==> src/rtl/mux4_rr_arbiter_pkg.sv <==
// Shared encodings for the round-robin nibble arbiter: FSM states, mux select polarity, defaults.
package mux4_rr_arbiter_pkg;

    typedef enum logic [1:0] {
        IDLE = 2'd0,
        GNT0 = 2'd1,
        GNT1 = 2'd2
    } state_t;

    // The existing datapath passes port 0 when its select is high.
    localparam logic SEL_PORT0 = 1'b1;
    localparam logic SEL_PORT1 = 1'b0;

    localparam logic LAST_P0 = 1'b0;
    localparam logic LAST_P1 = 1'b1;

    localparam int DEF_MAX_BURST = 4;

endpackage

==> src/rtl/mux4_rr_arbiter_if.sv <==
// Handshake bundle between the two producers, the arbiter and the consumer.
// Per-port beat counters and their clear exist only when MUX4_ARB_STATS_EN is defined.
interface mux4_rr_arbiter_if;
    logic       req0;
    logic [3:0] data0;
    logic       ack0;
    logic       req1;
    logic [3:0] data1;
    logic       ack1;
    logic       out_valid;
    logic       out_ready;
    logic [3:0] out_data;
    logic       sel;
    logic       busy;
`ifdef MUX4_ARB_STATS_EN
    logic       stats_clr;
    logic [7:0] gcnt0;
    logic [7:0] gcnt1;

    modport slave (
        input  req0, data0, req1, data1, out_ready, stats_clr,
        output ack0, ack1, out_valid, out_data, sel, busy, gcnt0, gcnt1
    );
    modport master (
        output req0, data0, req1, data1, out_ready, stats_clr,
        input  ack0, ack1, out_valid, out_data, sel, busy, gcnt0, gcnt1
    );
`else
    modport slave (
        input  req0, data0, req1, data1, out_ready,
        output ack0, ack1, out_valid, out_data, sel, busy
    );
    modport master (
        output req0, data0, req1, data1, out_ready,
        input  ack0, ack1, out_valid, out_data, sel, busy
    );
`endif
endinterface

==> src/rtl/mux4_2to1.sv <==
// Existing 4-bit 2:1 nibble mux datapath; sel_i high passes a_i.
module mux4_2to1 (
    input  logic [3:0] a_i,
    input  logic [3:0] b_i,
    input  logic       sel_i,
    output logic [3:0] y_o
);
    assign y_o = sel_i ? a_i : b_i;
endmodule

==> src/rtl/mux4_burst_cnt.sv <==
// Beats-per-grant counter; clear dominates increment, done_o flags the last beat of a burst.
module mux4_burst_cnt #(
    parameter int MAX_BURST = 4,
    parameter int CNT_W     = 4
) (
    input  logic clk,
    input  logic rst,
    input  logic inc_i,
    input  logic clr_i,
    output logic done_o
);
    logic [CNT_W-1:0] cnt_q, cnt_d;

    always_comb begin
        cnt_d = cnt_q;
        if (clr_i)
            cnt_d = '0;
        else if (inc_i)
            cnt_d = cnt_q + 1'b1;
    end

    always_ff @(posedge clk or posedge rst) begin
        if (rst)
            cnt_q <= '0;
        else
            cnt_q <= cnt_d;
    end

    assign done_o = (cnt_q == CNT_W'(MAX_BURST - 1));
endmodule

==> src/rtl/mux4_rr_arbiter.sv <==
// Round-robin, burst-bounded arbiter sharing the nibble mux between two producers; 1-cycle req-to-valid.
// Stalls hold grant and count; MUX4_ARB_STATS_EN adds saturating per-port beat counters.
module mux4_rr_arbiter
    import mux4_rr_arbiter_pkg::*;
#(
    parameter int MAX_BURST = DEF_MAX_BURST,
    parameter int CNT_W     = 4
) (
    input  logic                clk,
    input  logic                rst,
    mux4_rr_arbiter_if.slave    bus
);
    state_t state_q, state_d;
    logic   sel_q, sel_d;
    logic   last_q, last_d;
    logic   cnt_inc, cnt_clr, cnt_done;
    logic   req_g, xfer, burst_end;

    // Request of whichever port currently holds the grant; zero in IDLE.
    assign req_g     = ((state_q == GNT0) & bus.req0) | ((state_q == GNT1) & bus.req1);
    assign xfer      = req_g & bus.out_ready;
    assign burst_end = (state_q != IDLE) & ((xfer & cnt_done) | ~req_g);

    assign bus.out_valid = req_g;
    assign bus.ack0      = xfer & (state_q == GNT0);
    assign bus.ack1      = xfer & (state_q == GNT1);
    assign bus.sel       = sel_q;
    assign bus.busy      = (state_q != IDLE);

    always_comb begin
        state_d = state_q;
        sel_d   = sel_q;
        last_d  = last_q;
        cnt_inc = xfer;
        cnt_clr = 1'b0;
        case (state_q)
            IDLE: begin
                cnt_clr = 1'b1;
                // On a tie the port that did not own the previous burst wins.
                if (bus.req0 && (!bus.req1 || last_q == LAST_P1)) begin
                    state_d = GNT0;
                    sel_d   = SEL_PORT0;
                end else if (bus.req1) begin
                    state_d = GNT1;
                    sel_d   = SEL_PORT1;
                end
            end
            GNT0: begin
                if (burst_end) begin
                    last_d  = LAST_P0;
                    cnt_clr = 1'b1;
                    if (bus.req1) begin
                        state_d = GNT1;
                        sel_d   = SEL_PORT1;
                    end else if (!bus.req0) begin
                        state_d = IDLE;
                    end
                end
            end
            GNT1: begin
                if (burst_end) begin
                    last_d  = LAST_P1;
                    cnt_clr = 1'b1;
                    if (bus.req0) begin
                        state_d = GNT0;
                        sel_d   = SEL_PORT0;
                    end else if (!bus.req1) begin
                        state_d = IDLE;
                    end
                end
            end
            default: begin
                state_d = IDLE;
                cnt_clr = 1'b1;
            end
        endcase
    end

    always_ff @(posedge clk or posedge rst) begin
        if (rst) begin
            state_q <= IDLE;
            sel_q   <= SEL_PORT0;
            last_q  <= LAST_P1;
        end else begin
            state_q <= state_d;
            sel_q   <= sel_d;
            last_q  <= last_d;
        end
    end

    mux4_burst_cnt #(
        .MAX_BURST (MAX_BURST),
        .CNT_W     (CNT_W)
    ) u_burst_cnt (
        .clk    (clk),
        .rst    (rst),
        .inc_i  (cnt_inc),
        .clr_i  (cnt_clr),
        .done_o (cnt_done)
    );

    mux4_2to1 u_mux (
        .a_i   (bus.data0),
        .b_i   (bus.data1),
        .sel_i (sel_q),
        .y_o   (bus.out_data)
    );

`ifdef MUX4_ARB_STATS_EN
    logic [7:0] gcnt0_q, gcnt0_d, gcnt1_q, gcnt1_d;

    always_comb begin
        gcnt0_d = gcnt0_q;
        gcnt1_d = gcnt1_q;
        if (bus.stats_clr) begin
            gcnt0_d = '0;
            gcnt1_d = '0;
        end else begin
            if (bus.ack0 && gcnt0_q != 8'hFF) gcnt0_d = gcnt0_q + 8'd1;
            if (bus.ack1 && gcnt1_q != 8'hFF) gcnt1_d = gcnt1_q + 8'd1;
        end
    end

    always_ff @(posedge clk or posedge rst) begin
        if (rst) begin
            gcnt0_q <= '0;
            gcnt1_q <= '0;
        end else begin
            gcnt0_q <= gcnt0_d;
            gcnt1_q <= gcnt1_d;
        end
    end

    assign bus.gcnt0 = gcnt0_q;
    assign bus.gcnt1 = gcnt1_q;
`endif

endmodule

==> src/flat_wrapper.sv <==
// flat-port wrapper written by rule: the top's interface ports become plain ports
module mux4_rr_arbiter_flat import mux4_rr_arbiter_pkg::*;
#(
    parameter int MAX_BURST = DEF_MAX_BURST,
    parameter int CNT_W     = 4
)
  (clk, rst, bus_req0, bus_data0, bus_req1, bus_data1, bus_out_ready, bus_ack0, bus_ack1, bus_out_valid, bus_out_data, bus_sel, bus_busy);
  mux4_rr_arbiter_if bus_i ();
  input  logic clk;
  input  logic rst;
  input wire logic [$bits(bus_i.req0)-1:0] bus_req0;
  input wire logic [$bits(bus_i.data0)-1:0] bus_data0;
  input wire logic [$bits(bus_i.req1)-1:0] bus_req1;
  input wire logic [$bits(bus_i.data1)-1:0] bus_data1;
  input wire logic [$bits(bus_i.out_ready)-1:0] bus_out_ready;
  output wire logic [$bits(bus_i.ack0)-1:0] bus_ack0;
  output wire logic [$bits(bus_i.ack1)-1:0] bus_ack1;
  output wire logic [$bits(bus_i.out_valid)-1:0] bus_out_valid;
  output wire logic [$bits(bus_i.out_data)-1:0] bus_out_data;
  output wire logic [$bits(bus_i.sel)-1:0] bus_sel;
  output wire logic [$bits(bus_i.busy)-1:0] bus_busy;
  assign bus_i.req0 = bus_req0;
  assign bus_i.data0 = bus_data0;
  assign bus_i.req1 = bus_req1;
  assign bus_i.data1 = bus_data1;
  assign bus_i.out_ready = bus_out_ready;
  assign bus_ack0 = bus_i.ack0;
  assign bus_ack1 = bus_i.ack1;
  assign bus_out_valid = bus_i.out_valid;
  assign bus_out_data = bus_i.out_data;
  assign bus_sel = bus_i.sel;
  assign bus_busy = bus_i.busy;
  mux4_rr_arbiter #(.MAX_BURST(MAX_BURST), .CNT_W(CNT_W)) u_core (.clk(clk), .rst(rst), .bus(bus_i));
endmodule
==> config.mk <==
export PLATFORM = sky130hd
export DESIGN_NAME = mux4_rr_arbiter_flat
export DESIGN_NICKNAME = d
export VERILOG_FILES = /design/src/rtl/mux4_rr_arbiter_pkg.sv /design/src/rtl/mux4_rr_arbiter_if.sv /design/src/rtl/mux4_2to1.sv /design/src/rtl/mux4_burst_cnt.sv /design/src/rtl/mux4_rr_arbiter.sv /design/src/flat_wrapper.sv
export SDC_FILE = /design/constraint.sdc
export NUM_CORES = 1
export LEC_CHECK = 0
export CAP_MARGIN = 20
export CELL_PAD_IN_SITES_DETAIL_PLACEMENT = 1
export CELL_PAD_IN_SITES_GLOBAL_PLACEMENT = 1
export CORE_MARGIN = 5
export CORE_UTILIZATION = 29
export CTS_CLUSTER_DIAMETER = 120
export DETAILED_ROUTE_END_ITERATION = 8
export PLACE_DENSITY_LB_ADDON = 0.1
export SYNTH_ARGS = -nofsm -noshare
export SYNTH_HDL_FRONTEND = slang
export SYNTH_HIERARCHICAL = 1
export SYNTH_SLANG_ARGS = --single-unit
==> constraint.sdc <==
create_clock -name clk -period 2.4 [get_ports clk]
set_clock_uncertainty 0.05 [all_clocks]
set_input_delay 0.36 -clock clk [delete_from_list [all_inputs] [get_ports clk]]
set_output_delay 0.36 -clock clk [all_outputs]
set_load 0.02 [all_outputs]
==> results of run 1 <==
## cell families after synthesis
family / Yosys count / share of synthesized area (%)
buf+inv: 9 / 6.25
flops: 8 / 30.7
xor+xnor: 1 / 1.33
mux: 9 / 15.3
simple gates: 21 / 16.5
fa+ha+maj: 5 / 9.47
compound gates: 17 / 20.5
## per-stage QoR
step / area [sq um] / total power [W] / std cells
final: 955 / 0.000965 / 126
after global routing: 955 / 0.00105 / 126
after CTS: 950 / 0.000980 / 126
after detailed placement: 925 / 0.000864 / 122
after global placement: 925 / 0.000851 / 122
after floorplan: 661 / 0.000647 / 70
## area by class of cell
class / count / area share, %
clock buffer: 4 / 2.75
inverter: 8 / 3.15
multi-input combinational: 53 / 43.9
sequential: 8 / 21.2
tap: 28 / 3.67
timing repair buffer: 25 / 25.3
## sequential cells by signal, summed over array words and instances, names as in the netlist
register / count
u_core/state_q: 2
u_core/bus.sel: 1
u_core/u_burst_cnt/cnt_q: 4
u_core/last_q: 1
## power groups by stage
stage / clock (W) / combinational [W] / sequential (W)
after global placement: 0 / 0.000631 / 0.000220
after floorplan: 0 / 0.000429 / 0.000218
after detailed placement: 0 / 0.000641 / 0.000223
after global routing: 0.000128 / 0.000700 / 0.000224
after CTS: 0.000119 / 0.000640 / 0.000221
final: 0.000110 / 0.000635 / 0.000219
## critical path: stages, from the launching register on
cell and delay, ps:
dfrtp_1 410, inv_1 90, ha_2 240, a22o_4 170, clkdlybuf4s50_1 600
## routing by layer
layer,global-route usage (%),wire (um),vias up
met1,15.7,844,278
met5,0,0,-
li1,-,-,302
met4,5.96,13,0
met2,18.4,825,8
met3,0.891,53,2
## timing repair
action | in CTS | in global routing
endpoints found under the setup margin | 1 | 1
endpoints found under the hold margin | 0 | 0
hold buffers | 0 | 0
resized for setup | 1 | 2
buffers inserted | 0 | 0
## synthesized netlist by cell type
master / instances / area share (%)
nor3_1: 1 / 0.76
nand2b_1: 1 / 0.95
a31oi_1: 1 / 0.95
mux2_1: 1 / 1.7
and3_1: 2 / 1.9
a21oi_1: 6 / 4.5
dfrtp_1: 6 / 23
xnor2_1: 1 / 1.3
mux2i_1: 3 / 4.5
nor2b_1: 1 / 0.95
o221a_2: 1 / 1.7
a21o_1: 1 / 1.1
mux2_2: 4 / 6.8
inv_1: 8 / 4.5
nor2_1: 4 / 2.3
nor3b_1: 1 / 1.1
o221ai_2: 1 / 2.3
nand3b_1: 2 / 2.3
o21bai_1: 1 / 1.1
mux2_4: 1 / 2.3
a21boi_0: 1 / 1.1
o21ai_0: 1 / 0.76
a41o_1: 1 / 1.5
a21bo_2: 1 / 1.5
dfstp_2: 2 / 8.0
buf_6: 1 / 1.7
ha_1: 5 / 9.5
and2_1: 2 / 1.9
a22o_4: 1 / 2.7
nand4_1: 1 / 0.95
nand2_1: 6 / 3.4
a22oi_1: 1 / 1.1
## placed cells by master, fill, tap and decap left out, types with 2 or more instances in the layout
cell / count
clkdlybuf4s50_1: 19
dfstp_2: 2
mux2i_1: 3
ha_1: 4
a21oi_1: 6
clkbuf_4: 3
and2_1: 2
nand3b_1: 2
nand2_1: 6
buf_4: 4
dfrtp_1: 6
nor2_1: 4
inv_1: 8
mux2_2: 4
and3_1: 2
## how the worst min path moves through the flow
stage	cells after the start	startpoint	end
floorplan	1	rst	u_core/state_q[0]
global placement	2	u_core/last_q	u_core/last_q
detailed placement	2	u_core/u_burst_cnt/cnt_q[1]	u_core/u_burst_cnt/cnt_q[1]
CTS	2	rst	u_core/u_burst_cnt/cnt_q[0]
global route	2	rst	u_core/u_burst_cnt/cnt_q[0]
finish	2	rst	u_core/u_burst_cnt/cnt_q[0]
==> Flow_metrics.wiki, run 1 <==
{| class="wikitable"
! Metric !! Value
|-
| Outcome || complete, no violations
|-
| Crit path capture || bus_out_valid
|-
| Worst-case clock buffer depth || 2
|-
| Net Sw Power || a little over 0.0004 W
|-
| Dpl ws || between 150 and 200 ps
|-
| Drt first pass iters || 3
|-
| Count of standard-cell rows || 17
|-
| Portion of the post-synthesis area used by sequential elements || between 30 and 40%
|-
| Post-Syn Area || approximately 660 sq um
|-
| Part of the power in combinational logic || around two thirds
|-
| Fill cell count || 267
|-
| Via-per-instance ratio || ~4.7
|-
| Reg2Reg Setup Slack || 490 ps
|-
| Worst Setup Start Kind || register
|-
| Total gr overflow || 0
|-
| Mapped Nets || 88
|-
| Number of standard cells after synthesis || 70
|-
| Y dimension of the die || approximately 58 um
|-
| Syn. warnings || 6
|-
| Worst R2R End || u_core/state_q[0]
|-
| Total area of multi-input combinational cells || around 420 sq um
|-
| Launch instance of the worst register-to-register path || u_core/state_q[1]
|-
| Synth-to-layout area growth || 44.5%
|-
| Count of antenna-violating nets left after detailed routing || 0
|-
| Internal power || 0.000549 W
|-
| Net switching share of the total power || roughly 43%
|-
| CTS Root Buffer Type || clkbuf_4
|-
| Length in cells of the worst reg-to-reg path || 6
|-
| Source-to-sink clock delay at the later pin of the worst-skew pair || 260 ps
|-
| Pin count of the biggest net entering global routing || 8
|-
| Global-route wire length before repair || slightly above 3000 um
|-
| Class of the tightest hold or removal check || input pin to async pin
|-
| Setup Crit Path Kind || register to primary output
|-
| Sequential Power Share || between 20 and 25%
|-
| Number of distinct standard cells referenced by the synthesized netlist || 32
|-
| Fmax || roughly 460 MHz
|-
| Number of nets in the layout || 117
|-
| Max-cap check violation count || 0
|-
| Worst slew slack as a fraction of its limit || 81.2%
|-
| Power density over the cells || approximately 1000 nW/um^2
|-
| Synthesis-stage register bit count || 8
|-
| Endpoint class of the critical path || primary output
|-
| Post-Synthesis Mean Instance Area || about 9.4 sq um
|-
| Largest fanout on the critical path || 7
|-
| Htree depth || 1
|-
| Core region area || ~2200 sq um
|-
| Start point of the critical path || u_core/state_q[0]
|-
| CTS Buf Count || 3
|-
| RD Place Congestion || roughly 0.76
|-
| Final-report max-slew violation count || 0
|-
| Required @ worst endpoint || 1990 ps
|-
| Drt drc || 0
|-
| Static leakage || ~0.46 nW
|-
| Worst supply voltage drop on vdd || just under 700 uV
|-
| Post-layout minimum cycle time || roughly 2200 ps
|-
| RSZ-0062 raised after global routing || false
|-
| Antenna Cells || 0
|-
| Worst Tran Pin Value || approximately 280 ps
|-
| Post-detailed-route wirelength per cell || roughly 14 um
|-
| Boundary pin count || 22
|-
| Total number of vias || 590
|-
| Sequential Area || 203 sq um
|-
| Slack of the critical path || ~240 ps
|-
| Starting density of the core || 30.2%
|-
| CTS tree || built
|-
| Final hold violation count || 0
|-
| Share of cells above drive strength 1 || between 15 and 20%
|-
| Final-layout worst hold slack || 264 ps
|-
| Clock Sink Count || 8
|-
| Floorplan die area || around 3300 sq um
|-
| WL final || around 1700 um
|-
| Period utilisation layout || 90.2%
|-
| Width of the chip || a little under 60 um
|-
| Util after Layout || between 40% and 50%
|-
| Number of port buffers || 21
|-
| Setup tns final || 0 ps
|-
| HPWL after detailed placement || 1440 um
|-
| Clock group share of total power || 11.4%
|-
| Number of endpoints failing setup at the final stage || 0
|-
| CP arrival || around 1800 ps
|-
| Number of global-route vias before repair || around 650
|-
| Overall track demand over capacity in global routing || roughly 12%
|-
| Clock slew at reported path FFs || ~60 ps
|-
| Initial antenna violation count || 0
|-
| Number of violations reported at the end of detailed-routing iteration 0 || 1
|}
Note: power is estimated with default switching activity, not from simulation.
==> inputs of run 2 (changes only) <==
Settings changed: CORE_UTILIZATION 29 to 35.
Clock period 2.4 ns to 2.8 ns, I/O delays scaled along.
==> run 2 against run 1 <==
  * Final cell count down 5.6%
  * Worst hold slack better by 57 ps
  * Critical path depth up 1
  * Largest cell class unchanged
  * Critical path type unchanged
  * Non-clock buffer count down 4
  * Core utilization up 8.4 points
  * Clock power down 20%
  * Final area down 3.9%
  * Sequential power down 14%
  * Count of clock-buffer cells in the layout unchanged
==> Flow_metrics.wiki, run 2 (same netlist as run 1, synthesis figures left out) <==
{| class="wikitable"
! Metric !! Value
|-
| RSZ-0062 raised after global routing || false
|-
| Post-detailed-route wirelength per cell || 13.4 um (-3.1%)
|-
| Commonest cells after routing, fill and taps aside || clkdlybuf4s50_1, inv_1, a21oi_1, nand2_1, dfrtp_1
|-
| Met1 track demand over resource || 16.9% (+1.2 points)
|-
| Power density over the cells || 870 nW/um^2 (-14%)
|-
| Final hold violation count || 0 (unchanged)
|-
| Max-cap check violation count || 0 (unchanged)
|-
| GR Layer Usage met2 || 20.8% (+2.4 points)
|-
| Post-cts sizing count || 0 (-1)
|-
| Clock slew at reported path FFs || 50 ps (about the same)
|-
| CTS tree || built
|-
| Number of buffers and inverters on the critical path || 2 (unchanged)
|-
| HPWL after detailed placement || 1320 um (-7.8%)
|-
| Clock Sink Count || 8 (unchanged)
|-
| Starting density of the core || 37.4% (+7.3 points)
|-
| Class of the tightest hold or removal check || input pin to async pin
|-
| Total number of vias || 583 (-1.2%)
|-
| Final-report max-slew violation count || 0 (unchanged)
|-
| Longest individual stage delay on the worst path || 600 ps (about the same)
|-
| Number of endpoints failing setup at the final stage || 0 (unchanged)
|-
| Post-layout minimum cycle time || between 2000 and 3000 ps
|-
| Worst-case clock buffer depth || 2 (unchanged)
|-
| Dpl ws || 343 ps (+186 ps)
|-
| Launch instance of the worst register-to-register path || u_core/state_q[0]
|-
| Reg2Reg Setup Slack || 770 ps (+280 ps)
|-
| Endpoint class of the critical path || primary output
|-
| Met3 track utilization from global routing || 1.13% (+0.24 points)
|-
| Slack of the critical path || 266 ps (+29.9 ps)
|-
| Final-layout worst hold slack || 321 ps (+57.3 ps)
|-
| Number of nets in the layout || 113 (-3.4%)
|-
| Length in cells of the worst reg-to-reg path || 6 (unchanged)
|-
| Pin count of the biggest net entering global routing || 10 (+2)
|-
| Outcome || complete, no violations
|-
| Start point of the critical path || u_core/state_q[0]
|-
| CTS Hold Bufs || 0 (unchanged)
|-
| Synth-to-layout area growth || 38.8%
|-
| Layer with the highest usage after global routing || met2
|-
| Total gr overflow || 0 (unchanged)
|-
| Count of antenna-violating nets left after detailed routing || 0 (unchanged)
|-
| Width of the chip || 53.4 um (-7.4%)
|-
| Source-to-sink clock delay at the later pin of the worst-skew pair || 250 ps (about the same)
|-
| Setup tns final || 0 ps (unchanged)
|-
| Core region area || 1760 sq um (-19%)
|-
| Via-per-instance ratio || 4.90 (+4.6%)
|-
| Worst Setup Start Kind || register
|-
| Overall track demand over capacity in global routing || 12.9% (+1.3 points)
|-
| Period utilisation layout || between 90 and 100%
|-
| Largest register by flop count || u_core/u_burst_cnt/cnt_q
|-
| Antenna Cells || 0 (unchanged)
|-
| Worst slew slack as a fraction of its limit || 76.1% (-5.0 points)
|-
| Drt first pass iters || 2 (-1)
|-
| Final Instance Area || 917 sq um (-3.9%)
|-
| Static leakage || 0.414 nW (-9.1%)
|-
| RD Place Congestion || 0.720 (-5.8%)
|-
| Worst supply voltage drop on vdd || 528 uV (-23%)
|-
| CP max-delay cell || clkdlybuf4s50_1
|-
| Setup Crit Path Kind || register to primary output
|-
| Share of cells above drive strength 1 || 14.9% (-4.5 points)
|-
| Most common cell after layout, fill and taps aside || clkdlybuf4s50_1
|-
| Drt drc || 0 (unchanged)
|-
| Number of port buffers || 21 (unchanged)
|-
| Htree depth || 1 (unchanged)
|-
| WL final || 1590 um (-8.5%)
|-
| Number of violations reported at the end of detailed-routing iteration 0 || 4 (+3)
|-
| CP arrival || 2060 ps (+310 ps)
|-
| CTS Buf Count || 3 (unchanged)
|-
| Top flop regs || u_core/u_burst_cnt/cnt_q: 4 flops, u_core/state_q: 2 flops
|-
| Critical Path, Cell by Cell || inv_1 > ha_1 > a22o_4 > and3_1 > clkdlybuf4s50_1
|-
| Largest fanout on the critical path || 9 (+2)
|-
| Floorplan die area || 2860 sq um (-14%)
|-
| Boundary pin count || 22 (unchanged)
|-
| Required @ worst endpoint || 2330 ps (+340 ps)
|-
| Area after detailed placement || 891 sq um (-3.7%)
|-
| Count of standard-cell rows || 15 (-2)
|-
| Global-route wire length before repair || 2710 um (-11%)
|-
| Initial antenna violation count || 0 (unchanged)
|-
| Number of global-route vias before repair || 613 (-5.5%)
|-
| Y dimension of the die || 53.4 um (-7.4%)
|-
| Worst Tran Pin Value || 358 ps (+76.3 ps)
|-
| Worst R2R End || u_core/state_q[0]
|-
| Number of buffers inserted by post-CTS setup repair || 0 (unchanged)
|-
| CTS Root Buffer Type || clkbuf_4
|-
| Fmax || between 300 and 400 MHz
|-
| Top delay family on crit path || buffers and inverters
|-
| Max FFs per register || 4 (unchanged)
|}
==> run 2: cell count changes in the layout (fill, tap and decap cells not counted) <==
cell / change
ha_2: -1
dlymetal6s2s_1: -1
ha_1: +1
clkdlybuf4s50_1: +2
dlygate4sd2_1: -1
buf_4: -4
==> run 2: area by class of cell <==
class                   instances  area (sq um)
clock buffers                   4          26.3
flip-flops and latches          8           203
repair buffers                 21           210
fillers                       217           847
multi-input cells              53           417
well taps                      25          31.3
inverters                       8          30.0
==> run 2: worst max-delay path by stage <==
stage | to | slack (ps) | depth (start not counted)
final | bus_ack0 | 270 | 5
after global routing | bus_ack0 | 140 | 5
after CTS | bus_ack0 | 240 | 5
after detailed placement | bus_ack0 | 340 | 4
after global placement | bus_ack0 | 370 | 4
after floorplan | u_core/state_q[0] | 920 | 7
==> run 2: routing by layer <==
metal  up-vias  part of all wire (%)
met1       272                    48
met5         -                     0
met4         0                  0.75
li1        298                     -
met2        11                    47
met3         2                   4.1
==> run 2: where the power goes <==
part	total, W	switching, W	internal [W]	leakage [nW]
combinational	0.000522	0.000278	0.000245	0.297
clock	0.0000885	0.0000343	0.0000542	0.0150
sequential	0.000188	0.0000317	0.000156	0.102
==> run 2: stage by stage <==
stage | utilization, % | power, W | std cells
global route | 52.0 | 0.000870 | 119
floorplan | - | 0.000555 | 70
detailed placement | 50.5 | 0.000719 | 115
CTS | 52.0 | 0.000814 | 119
global placement | 50.5 | 0.000702 | 115
finish | 52.0 | 0.000798 | 119
==> inputs of run 3 (changes only) <==
Settings changed: CORE_MARGIN 5 to not set.
Clock period 2.8 ns to 3.2 ns, I/O delays scaled along.
==> run 3 against run 2 <==
  * Count of clock-buffer cells in the layout did not move
  * Sequential power fell by 13%
  * Critical path type unchanged
  * Via count rose by 0.34%
  * Final area did not move
  * Non-clock buffer count did not move
  * Global-route usage rose by 4.8 points
  * Power fell by 13%
==> Flow_metrics.wiki, run 3 (same netlist as run 1, synthesis figures left out) <==
{| class="wikitable"
! Metric !! Value
|-
| Outcome || complete, no violations
|-
| Width of the chip || 45.4 um (-15%)
|-
| Reg2Reg Setup Slack || 1090 ps (+320 ps)
|-
| Post-layout minimum cycle time || 2600 ps
|-
| RD Place Congestion || 0.759 (+5.3%)
|-
| Count of antenna-violating nets left after detailed routing || 0 (unchanged)
|-
| WL final || 1540 um (-3.2%)
|-
| Count of standard-cell rows || 15 (unchanged)
|-
| Max-cap check violation count || 0 (unchanged)
|-
| Core region area || 1750 sq um (-1.1%)
|-
| Clock Sink Count || 8 (unchanged)
|-
| Final hold violation count || 0 (unchanged)
|-
| Endpoint class of the critical path || primary output
|-
| Number of buffers inserted by post-CTS setup repair || 0 (unchanged)
|-
| Number of nets in the layout || 113 (unchanged)
|-
| Final-report max-slew violation count || 0 (unchanged)
|-
| Class of the tightest hold or removal check || input pin to async pin
|-
| Length in cells of the worst reg-to-reg path || 6 (unchanged)
|-
| Setup tns final || 0 ps (unchanged)
|-
| CTS Buf Count || 3 (unchanged)
|-
| HPWL after detailed placement || 1280 um (-3.3%)
|-
| Worst slew slack as a fraction of its limit || 76.7% (+0.56 points)
|-
| Number of violations reported at the end of detailed-routing iteration 0 || 7 (+3)
|-
| Dpl ws || 635 ps (+292 ps)
|-
| Period utilisation layout || about 81%
|-
| Number of port buffers || 21 (unchanged)
|-
| Starting density of the core || 37.8% (+0.40 points)
|-
| Top flop regs || u_core/u_burst_cnt/cnt_q: 4 flops, u_core/state_q: 2 flops
|-
| Total number of vias || 585 (+0.34%)
|-
| Worst Setup Start Kind || register
|-
| Overall track demand over capacity in global routing || 17.7% (+4.8 points)
|-
| Htree depth || 1 (unchanged)
|-
| CTS Hold Bufs || 0 (unchanged)
|-
| Drt drc || 0 (unchanged)
|-
| CTS Root Buffer Type || clkbuf_4
|-
| Util after Layout || 52.5% (+0.56 points)
|-
| Max FFs per register || 4 (unchanged)
|-
| Via-per-instance ratio || 4.92 (+0.34%)
|-
| Setup Crit Path Kind || register to primary output
|-
| Post-detailed-route wirelength per cell || 12.9 um (-3.2%)
|-
| Floorplan die area || 2070 sq um (-28%)
|-
| Pin count of the biggest net entering global routing || 10 (unchanged)
|-
| Synth-to-layout area growth || 38.8% (unchanged)
|-
| CP arrival || 2070 ps (about the same)
|-
| Commonest cells after routing, fill and taps aside || clkdlybuf4s50_1, inv_1, a21oi_1, nand2_1, dfrtp_1
|-
| Final Instance Area || 917 sq um (unchanged)
|-
| Y dimension of the die || 45.4 um (-15%)
|-
| Drt first pass iters || 4 (+2)
|-
| Worst Tran Pin Value || 349 ps (-8.44 ps)
|-
| CTS tree || built
|-
| Slack of the critical path || 599 ps (+334 ps)
|-
| Largest fanout on the critical path || 9 (unchanged)
|-
| Worst R2R End || u_core/state_q[0]
|-
| Source-to-sink clock delay at the later pin of the worst-skew pair || 240 ps (about the same)
|-
| Worst supply voltage drop on vdd || 449 uV (-15%)
|-
| Number of global-route vias before repair || 573 (-6.5%)
|-
| Boundary pin count || 22 (unchanged)
|-
| Power density over the cells || 760 nW/um^2 (-13%)
|-
| Post-cts sizing count || 0 (unchanged)
|-
| Static leakage || 0.414 nW (unchanged)
|-
| Most common cell after layout, fill and taps aside || clkdlybuf4s50_1
|-
| Launch instance of the worst register-to-register path || u_core/state_q[0]
|-
| Global-route wire length before repair || 2560 um (-5.6%)
|-
| Worst-case clock buffer depth || 2 (unchanged)
|-
| Largest register by flop count || u_core/u_burst_cnt/cnt_q
|-
| RSZ-0062 raised after global routing || false
|-
| Area after detailed placement || 891 sq um (unchanged)
|-
| Required @ worst endpoint || 2670 ps (+340 ps)
|-
| Antenna Cells || 0 (unchanged)
|-
| Initial antenna violation count || 0 (unchanged)
|-
| Fmax || 385 MHz
|-
| Share of cells above drive strength 1 || 14.9% (unchanged)
|-
| Total gr overflow || 0 (unchanged)
|-
| Clock slew at reported path FFs || 50 ps (about the same)
|-
| Number of endpoints failing setup at the final stage || 0 (unchanged)
|}
-- run 3: per-layer routing --
layer	GRT usage (%)	up-vias	part of all wire (%)
met1	23.6	281	51
met2	27.7	9	48
met4	9.09	0	0
met5	0	-	0
met3	2.38	0	1.4
li1	-	295	-
-- run 3: final cells by class --
type	count	area, sq um
clock buffer	4	26.3
fill	208	828
inverter	8	30.0
multi-input combinational	53	417
sequential	8	203
tap	25	31.3
timing repair buffer	21	210
-- run 3: per-stage QoR --
stage,power (W),hold WS [ps],instances
finish,0.000697,405,119
global route,0.000757,433,119
CTS,0.000705,405,119
detailed placement,0.000625,485,115
global placement,0.000611,487,115
floorplan,0.000485,195,70
-- run 3: worst max path at each step --
stage	depth (start not counted)	end	from
after CTS	5	bus_ack0	u_core/state_q[0]
after global routing	5	bus_ack1	u_core/state_q[0]
final	5	bus_ack0	u_core/state_q[0]
after global placement	4	bus_ack1	bus_req0
after detailed placement	4	bus_ack0	bus_req0
after floorplan	7	u_core/state_q[0]	u_core/state_q[0]
-- run 3: power by group --
group	internal (W)	switching, W	total [W]
Combinational	0.000214	0.000242	0.000456
Clock	0.0000474	0.0000294	0.0000767
Sequential	0.000136	0.0000278	0.000164
Total	0.000397	0.000300	0.000697
-- run 3: critical path, stage by stage, from the launching register on --
cell             delay, ps
dfrtp_1                410
inv_1                  100
ha_1                   370
a22o_4                 210
and3_1                 150
clkdlybuf4s50_1        600
